<file path="config.mk">
export PLATFORM = sky130hd
export DESIGN_NAME = alu_exec
export DESIGN_NICKNAME = d
export VERILOG_FILES = /design/src/rtl/alu_exec.sv
export SDC_FILE = /design/constraint.sdc
export NUM_CORES = 1
export LEC_CHECK = 0
export BUFFER_PORTS_ARGS = -buffer_cell sky130_fd_sc_hd__buf_2
export CAP_MARGIN = 20
export CORE_ASPECT_RATIO = 0.75
export CORE_MARGIN = 5
export CORE_UTILIZATION = 57
export CTS_CLUSTER_DIAMETER = 40
export DETAILED_ROUTE_END_ITERATION = 12
export PLACE_DENSITY = 0.8
export RECOVER_POWER = 50
export SLEW_MARGIN = 40
export SYNTH_ARGS = -nofsm -noshare
export SYNTH_HDL_FRONTEND = slang
export SYNTH_SLANG_ARGS = --single-unit
</file>
<file path="constraint.sdc">
create_clock -name CLK -period 2.6 [get_ports CLK]
set_input_delay 0.26 -clock CLK [delete_from_list [all_inputs] [get_ports CLK]]
set_output_delay 0.26 -clock CLK [all_outputs]
set_load 0.02 [all_outputs]
</file>
<file path="src/rtl/alu_exec.sv">
//------------------------------------------------------------------------------
// Module   : alu_exec
// Purpose  : Single-step 4-bit accumulator machine driven by a pushbutton.
//            EXEC is synchronized (and optionally debounced) into PRESS.
//            Each press latches INST into IR and then executes it once.
//            Results are written to ACC, INDEX, C and Z, and DONE pulses.
// Ports    : CLK   - system clock (rising edge)
//            RST   - synchronous active-high reset
//            EXEC  - asynchronous step pushbutton, active-high
//            INST  - instruction switches, [7:4] opcode, [3:0] immediate
//            IR    - instruction latched at the last execution
//            ACC   - accumulator
//            INDEX - index register
//            C, Z  - carry/borrow and zero flags
//            BUSY  - high whenever the FSM is not in IDLE
//            DONE  - one-cycle pulse in the cycle after results are written
// Options  : define ALU_EXEC_DEBOUNCE_EN to insert a DEB_CYCLES debounce
//            filter after the synchronizer
// Revision : 1.0 - initial release
//------------------------------------------------------------------------------
`timescale 1ns/1ps
`default_nettype none

module alu_exec #(
    parameter int DEB_CYCLES = 16
) (
    input  logic       CLK,
    input  logic       RST,
    input  logic       EXEC,
    input  logic [7:0] INST,
    output logic [7:0] IR,
    output logic [3:0] ACC,
    output logic [3:0] INDEX,
    output logic       C,
    output logic       Z,
    output logic       BUSY,
    output logic       DONE
);

    localparam logic [1:0] c_ST_IDLE = 2'd0;
    localparam logic [1:0] c_ST_RUN  = 2'd1;
    localparam logic [1:0] c_ST_HOLD = 2'd2;

    if (DEB_CYCLES < 1) begin : g_deb_check
        $error("DEB_CYCLES must be at least 1");
    end

    logic [1:0] r_state;
    logic [1:0] w_state_nxt;
    logic       r_sync1;
    logic       r_sync2;
    logic       w_press;
    logic       r_rst_q;
    logic [7:0] r_ir;
    logic [3:0] r_acc;
    logic [3:0] r_idx;
    logic       r_c;
    logic       r_z;
    logic       r_done;

    logic [3:0] w_op;
    logic [3:0] w_imm;
    logic [4:0] w_wide;
    logic [3:0] w_acc_nxt;
    logic [3:0] w_idx_nxt;
    logic       w_c_nxt;
    logic       w_z_nxt;
    logic       w_writes_acc;

    // Two-flop synchronizer for the asynchronous pushbutton.
    always_ff @(posedge CLK) begin
        if (RST) begin
            r_sync1 <= 1'b0;
            r_sync2 <= 1'b0;
        end else begin
            r_sync1 <= EXEC;
            r_sync2 <= r_sync1;
        end
    end

`ifdef ALU_EXEC_DEBOUNCE_EN
    localparam int                 c_CNT_W    = $clog2(DEB_CYCLES + 1);
    localparam logic [c_CNT_W-1:0] c_CNT_LAST = c_CNT_W'(DEB_CYCLES - 1);

    logic [c_CNT_W-1:0] r_deb_cnt;
    logic               r_press;

    // PRESS follows the synchronized level only after DEB_CYCLES consecutive
    // samples disagree with it; any agreeing sample restarts the count.
    always_ff @(posedge CLK) begin
        if (RST) begin
            r_deb_cnt <= '0;
            r_press   <= 1'b0;
        end else if (r_sync2 == r_press) begin
            r_deb_cnt <= '0;
        end else if (r_deb_cnt == c_CNT_LAST) begin
            r_deb_cnt <= '0;
            r_press   <= r_sync2;
        end else begin
            r_deb_cnt <= r_deb_cnt + 1'b1;
        end
    end

    assign w_press = r_press;
`else
    assign w_press = r_sync2;
`endif

    // Next-state logic. Leaving HOLD needs the button to be seen released
    // through the whole pipeline: reset wipes the synchronizer, so right
    // after reset PRESS reads low even if EXEC is still held. Waiting one
    // cycle past reset and for the first sync flop to read low prevents a
    // held button from triggering a phantom execution.
    always_comb begin
        w_state_nxt = r_state;
        case (r_state)
            c_ST_IDLE: if (w_press) w_state_nxt = c_ST_RUN;
            c_ST_RUN:  w_state_nxt = c_ST_HOLD;
            c_ST_HOLD: if (!w_press && !r_sync1 && !r_rst_q) w_state_nxt = c_ST_IDLE;
            default:   w_state_nxt = c_ST_HOLD;
        endcase
    end

    // Datapath: results computed from IR only, 5 bits wide for carry.
    assign w_op  = r_ir[7:4];
    assign w_imm = r_ir[3:0];

    always_comb begin
        w_acc_nxt = r_acc;
        w_idx_nxt = r_idx;
        w_c_nxt   = r_c;
        w_z_nxt   = r_z;
        w_wide    = 5'd0;
        case (w_op)
            4'h0: ; // NOP
            4'h1: w_acc_nxt = w_imm;
            4'h2: begin
                w_wide    = {1'b0, r_acc} + {1'b0, w_imm};
                w_acc_nxt = w_wide[3:0];
                w_c_nxt   = w_wide[4];
            end
            4'h3: begin
                // Bit 4 of the 5-bit difference is the borrow (IMM > ACC).
                w_wide    = {1'b0, r_acc} - {1'b0, w_imm};
                w_acc_nxt = w_wide[3:0];
                w_c_nxt   = w_wide[4];
            end
            4'h4: w_acc_nxt = r_acc & w_imm;
            4'h5: w_acc_nxt = r_acc | w_imm;
            4'h6: w_acc_nxt = r_acc ^ w_imm;
            4'h7: w_acc_nxt = ~r_acc;
            4'h8: begin
                w_acc_nxt = {r_acc[2:0], 1'b0};
                w_c_nxt   = r_acc[3];
            end
            4'h9: begin
                w_acc_nxt = {1'b0, r_acc[3:1]};
                w_c_nxt   = r_acc[0];
            end
            4'hA: begin
                w_wide    = {1'b0, r_acc} + {1'b0, w_imm} + {4'd0, r_c};
                w_acc_nxt = w_wide[3:0];
                w_c_nxt   = w_wide[4];
            end
            4'hB: w_idx_nxt = w_imm;
            4'hC: begin
                w_wide    = {1'b0, r_acc} + {1'b0, r_idx};
                w_acc_nxt = w_wide[3:0];
                w_c_nxt   = w_wide[4];
            end
            4'hD: w_idx_nxt = r_acc;
            4'hE: w_idx_nxt = r_idx + 4'd1;
            4'hF: begin
                w_acc_nxt = 4'd0;
                w_idx_nxt = 4'd0;
                w_c_nxt   = 1'b0;
            end
            default: ;
        endcase
        // CLR is included: its ACC is zero, so Z comes out as 1.
        if (w_writes_acc) w_z_nxt = (w_acc_nxt == 4'd0);
    end

    assign w_writes_acc = ((w_op >= 4'h1) && (w_op <= 4'hA)) ||
                          (w_op == 4'hC) || (w_op == 4'hF);

    // State, instruction and architectural registers.
    always_ff @(posedge CLK) begin
        if (RST) begin
            r_state <= c_ST_HOLD;
            r_rst_q <= 1'b1;
            r_ir    <= 8'd0;
            r_acc   <= 4'd0;
            r_idx   <= 4'd0;
            r_c     <= 1'b0;
            r_z     <= 1'b0;
            r_done  <= 1'b0;
        end else begin
            r_state <= w_state_nxt;
            r_rst_q <= 1'b0;
            r_done  <= (r_state == c_ST_RUN);
            if ((r_state == c_ST_IDLE) && w_press) r_ir <= INST;
            if (r_state == c_ST_RUN) begin
                r_acc <= w_acc_nxt;
                r_idx <= w_idx_nxt;
                r_c   <= w_c_nxt;
                r_z   <= w_z_nxt;
            end
        end
    end

    assign IR    = r_ir;
    assign ACC   = r_acc;
    assign INDEX = r_idx;
    assign C     = r_c;
    assign Z     = r_z;
    assign BUSY  = (r_state != c_ST_IDLE);
    assign DONE  = r_done;

endmodule

`default_nettype wire

</file>
==> metrics.yaml <==
power.density_mw_per_mm2: 314
clock_latency_ns: 0.27
syn_area_mm2: 0.00210
start_util_pct: 58.0
synth_cells: 265
combPwrFrac_pct: 7.8
grt_usage_pct: 24.9
gr-total-overflow: 0
die_w_um: 80.0
firstDrtPassIters: 7
wire_per_inst_um: 16.9
synth_cell_type_count: 53
holdWs_ns: 0.198
cp-end-kind: "register"
yosys_warnings: 0
crit_path_end: "Z"
num-fill-cells: 316
routabilityCongestion: 1.06
ys.flop_type: "dfxtp_1"
reg2regPathDepth: 9
netSwitchingPower_uw: 159
via_per_inst: 6.18
grt_setup_unrepaired: "false"
drc_errors: 0
cts_tree: "done"
timing.rr.start: "IR[0]"
cap_violations: 0
synthArstFlopShare_pct: 0
r2r_slack_ns: 0.13
numCtsBuffers: 3
ant_nets: 0
hp-class: "in -> reg"
status: "finished, final reports clean"
antenna_found_initial: 0
vias: 2199
grt_first_pass_wirelength_um: 9990
syn-num-nets: 298
rows: 19
clkPwrFrac_pct: 42.4
skew_ns: 0.00804
worstPathRequired_ns: 2.77
internal_power_uw: 602
fin_nets: 338
ys_ff_latch: 24
grt_max_degree: 25
fp.dieH_um: 62.5
rr_endpoint: "Z"
avgSynthCellArea_um2: 7.91
insertedDiodeCount: 0
cts_hold_buf: 0
drive_gt1_share_pct: 14.5
crit_fanout: 3
synth_seq_area_share_pct: 22.9
cp_data_arrival_time_ns: 2.64
clk_pin_slew_ns: 0.09
cts-root-buf: "clkbuf_8"
critPathLaunch: "IR[0]"
grt_pass1_vias: 2070
switching_share_pct: 20.9
start_kind: "register"
io_pins: 31
clock-sinks: 24
synthToLayoutAreaGrowth_pct: 15.5
slew_viol_final: 0
wirelength_um: 6010
htreeDepth: 1
worst-setup-path-type: "reg -> reg"
cts_buffer_depth: 2
finalCritPeriodShare_pct: 95.0
io_buffers: 30
pwr-share-seq_pct: 49.8
fin_tns_setup_ns: 0
core_area_mm2: 0.00361
power.leakage_nw: 0.922
min_period_ns: 2.47
dpl.hpwl_um: 4600
fmax_ghz: 0.405
die_area_mm2: 0.00500
setup_viol: 0
final-hold-violation-count: 0
drtIter0Drc: 311
multi_input_area_mm2: 0.00145
ir_drop_uv: 413
regArea_um2: 480
synth_edf_count: 0
max_slew_margin_pct: 30.9
tightest_slew_ns: 1.04
per-stage QoR:
stage / util (%) / worst slack [ns] / std cells / total power, mW / cell area [um^2]
3_3_place_gp: 65.4 / 0.240 / 352 / 0.445 / 2360
5_1_grt: 67.0 / 0.0141 / 356 / 0.795 / 2420
4_1_cts: 67.3 / 0.0897 / 356 / 0.765 / 2430
6_report: 67.0 / 0.129 / 356 / 0.761 / 2420
2_1_floorplan: - / 0.0506 / 265 / 0.424 / 2100
3_5_place_dp: 65.4 / 0.117 / 352 / 0.446 / 2360
state kept, by name, indices dropped and copies added, names as in the netlist:
name,count
IR,8
r_state,2
DONE,1
INDEX,4
C,1
ACC,4
r_sync2,1
r_rst_q,1
Z,1
r_sync1,1
area by class of cell:
type	instances	area share (%)
inverters	21	3.25
repair buffers	49	11.4
clock inverters	1	1.24
flip-flops and latches	24	19.8
clock buffers	3	1.70
well taps	52	2.69
multi-input cells	206	59.9
layout by cell type, fill, tap and decap left out, drive strengths merged, types with 5 or more instances in the layout:
master	Yosys	layout
ha	19	19
buf	10	35
nand2	30	30
mux2i	10	10
o211ai	5	5
clkbuf	4	17
inv	21	21
nor3	9	9
nor2	19	19
o21ai	9	9
xnor2	8	8
a21oi	25	25
nor2b	6	6
dfxtp	24	24
layer usage:
metal	vias to the layer above	routed length, um	GRT usage, %
li1	1023	-	-
met1	996	2650	34.4
met2	156	2550	38.7
met3	24	612	5.19
met4	0	189	7.38
met5	-	0	0
what timing repair did:
action	in CTS	in global routing
setup buffers	0	0
setup endpoints to repair	0	1
resized for setup	0	2
cells by family after synthesis:
family | count (synthesis) | synth area share, %
and+or+nand+nor | 89 | 21.5
AOI/OAI and AO/OA | 74 | 23.1
buffers and inverters | 35 | 8.17
DFF | 24 | 22.9
adders and majority gates | 22 | 14.2
muxes | 11 | 5.31
xor gates and xnor gates | 10 | 4.83
Yosys cell counts (5+ instances only):
master	n	area (um^2)
inv_1	21	78.8
a21oi_1	25	125
dfxtp_1	24	480
nand2_1	30	113
buf_2	7	35.0
nor2b_1	6	37.5
nor2_1	19	71.3
mux2i_1	10	100
o211ai_1	5	37.5
xnor2_1	8	70.1
ha_1	19	238
nor3_1	8	40.0
o21ai_0	9	45.0
power groups by stage:
stage	registers, mW	logic, mW	clock network [mW]
detailed placement	0.387	0.0586	0
global route	0.380	0.0653	0.349
global placement	0.387	0.0575	0
finish	0.379	0.0594	0.323
CTS	0.379	0.0590	0.327
floorplan	0.387	0.0366	0
how the worst min path moves through the flow:
| stage | from | end | cells past startpoint |
|---|---|---|---|
| after floorplan | RST | r_rst_q | 0 |
| after global placement | r_rst_q | r_state[1] | 2 |
| after detailed placement | r_rst_q | r_state[1] | 2 |
| after CTS | EXEC | r_sync1 | 2 |
| after global routing | EXEC | r_sync1 | 2 |
| final | EXEC | r_sync1 | 2 |
worst max-delay path, cell delays in order (launching register included):
cell	delay, ns
dfxtp_1	0.35
ha_1	0.20
inv_1	0.07
fa_1	0.48
or4b_2	0.62
a21oi_1	0.16
a311oi_1	0.06
o31ai_1	0.14
nor4_1	0.10
a21o_1	0.19
Power figures use the tool's default switching activity.
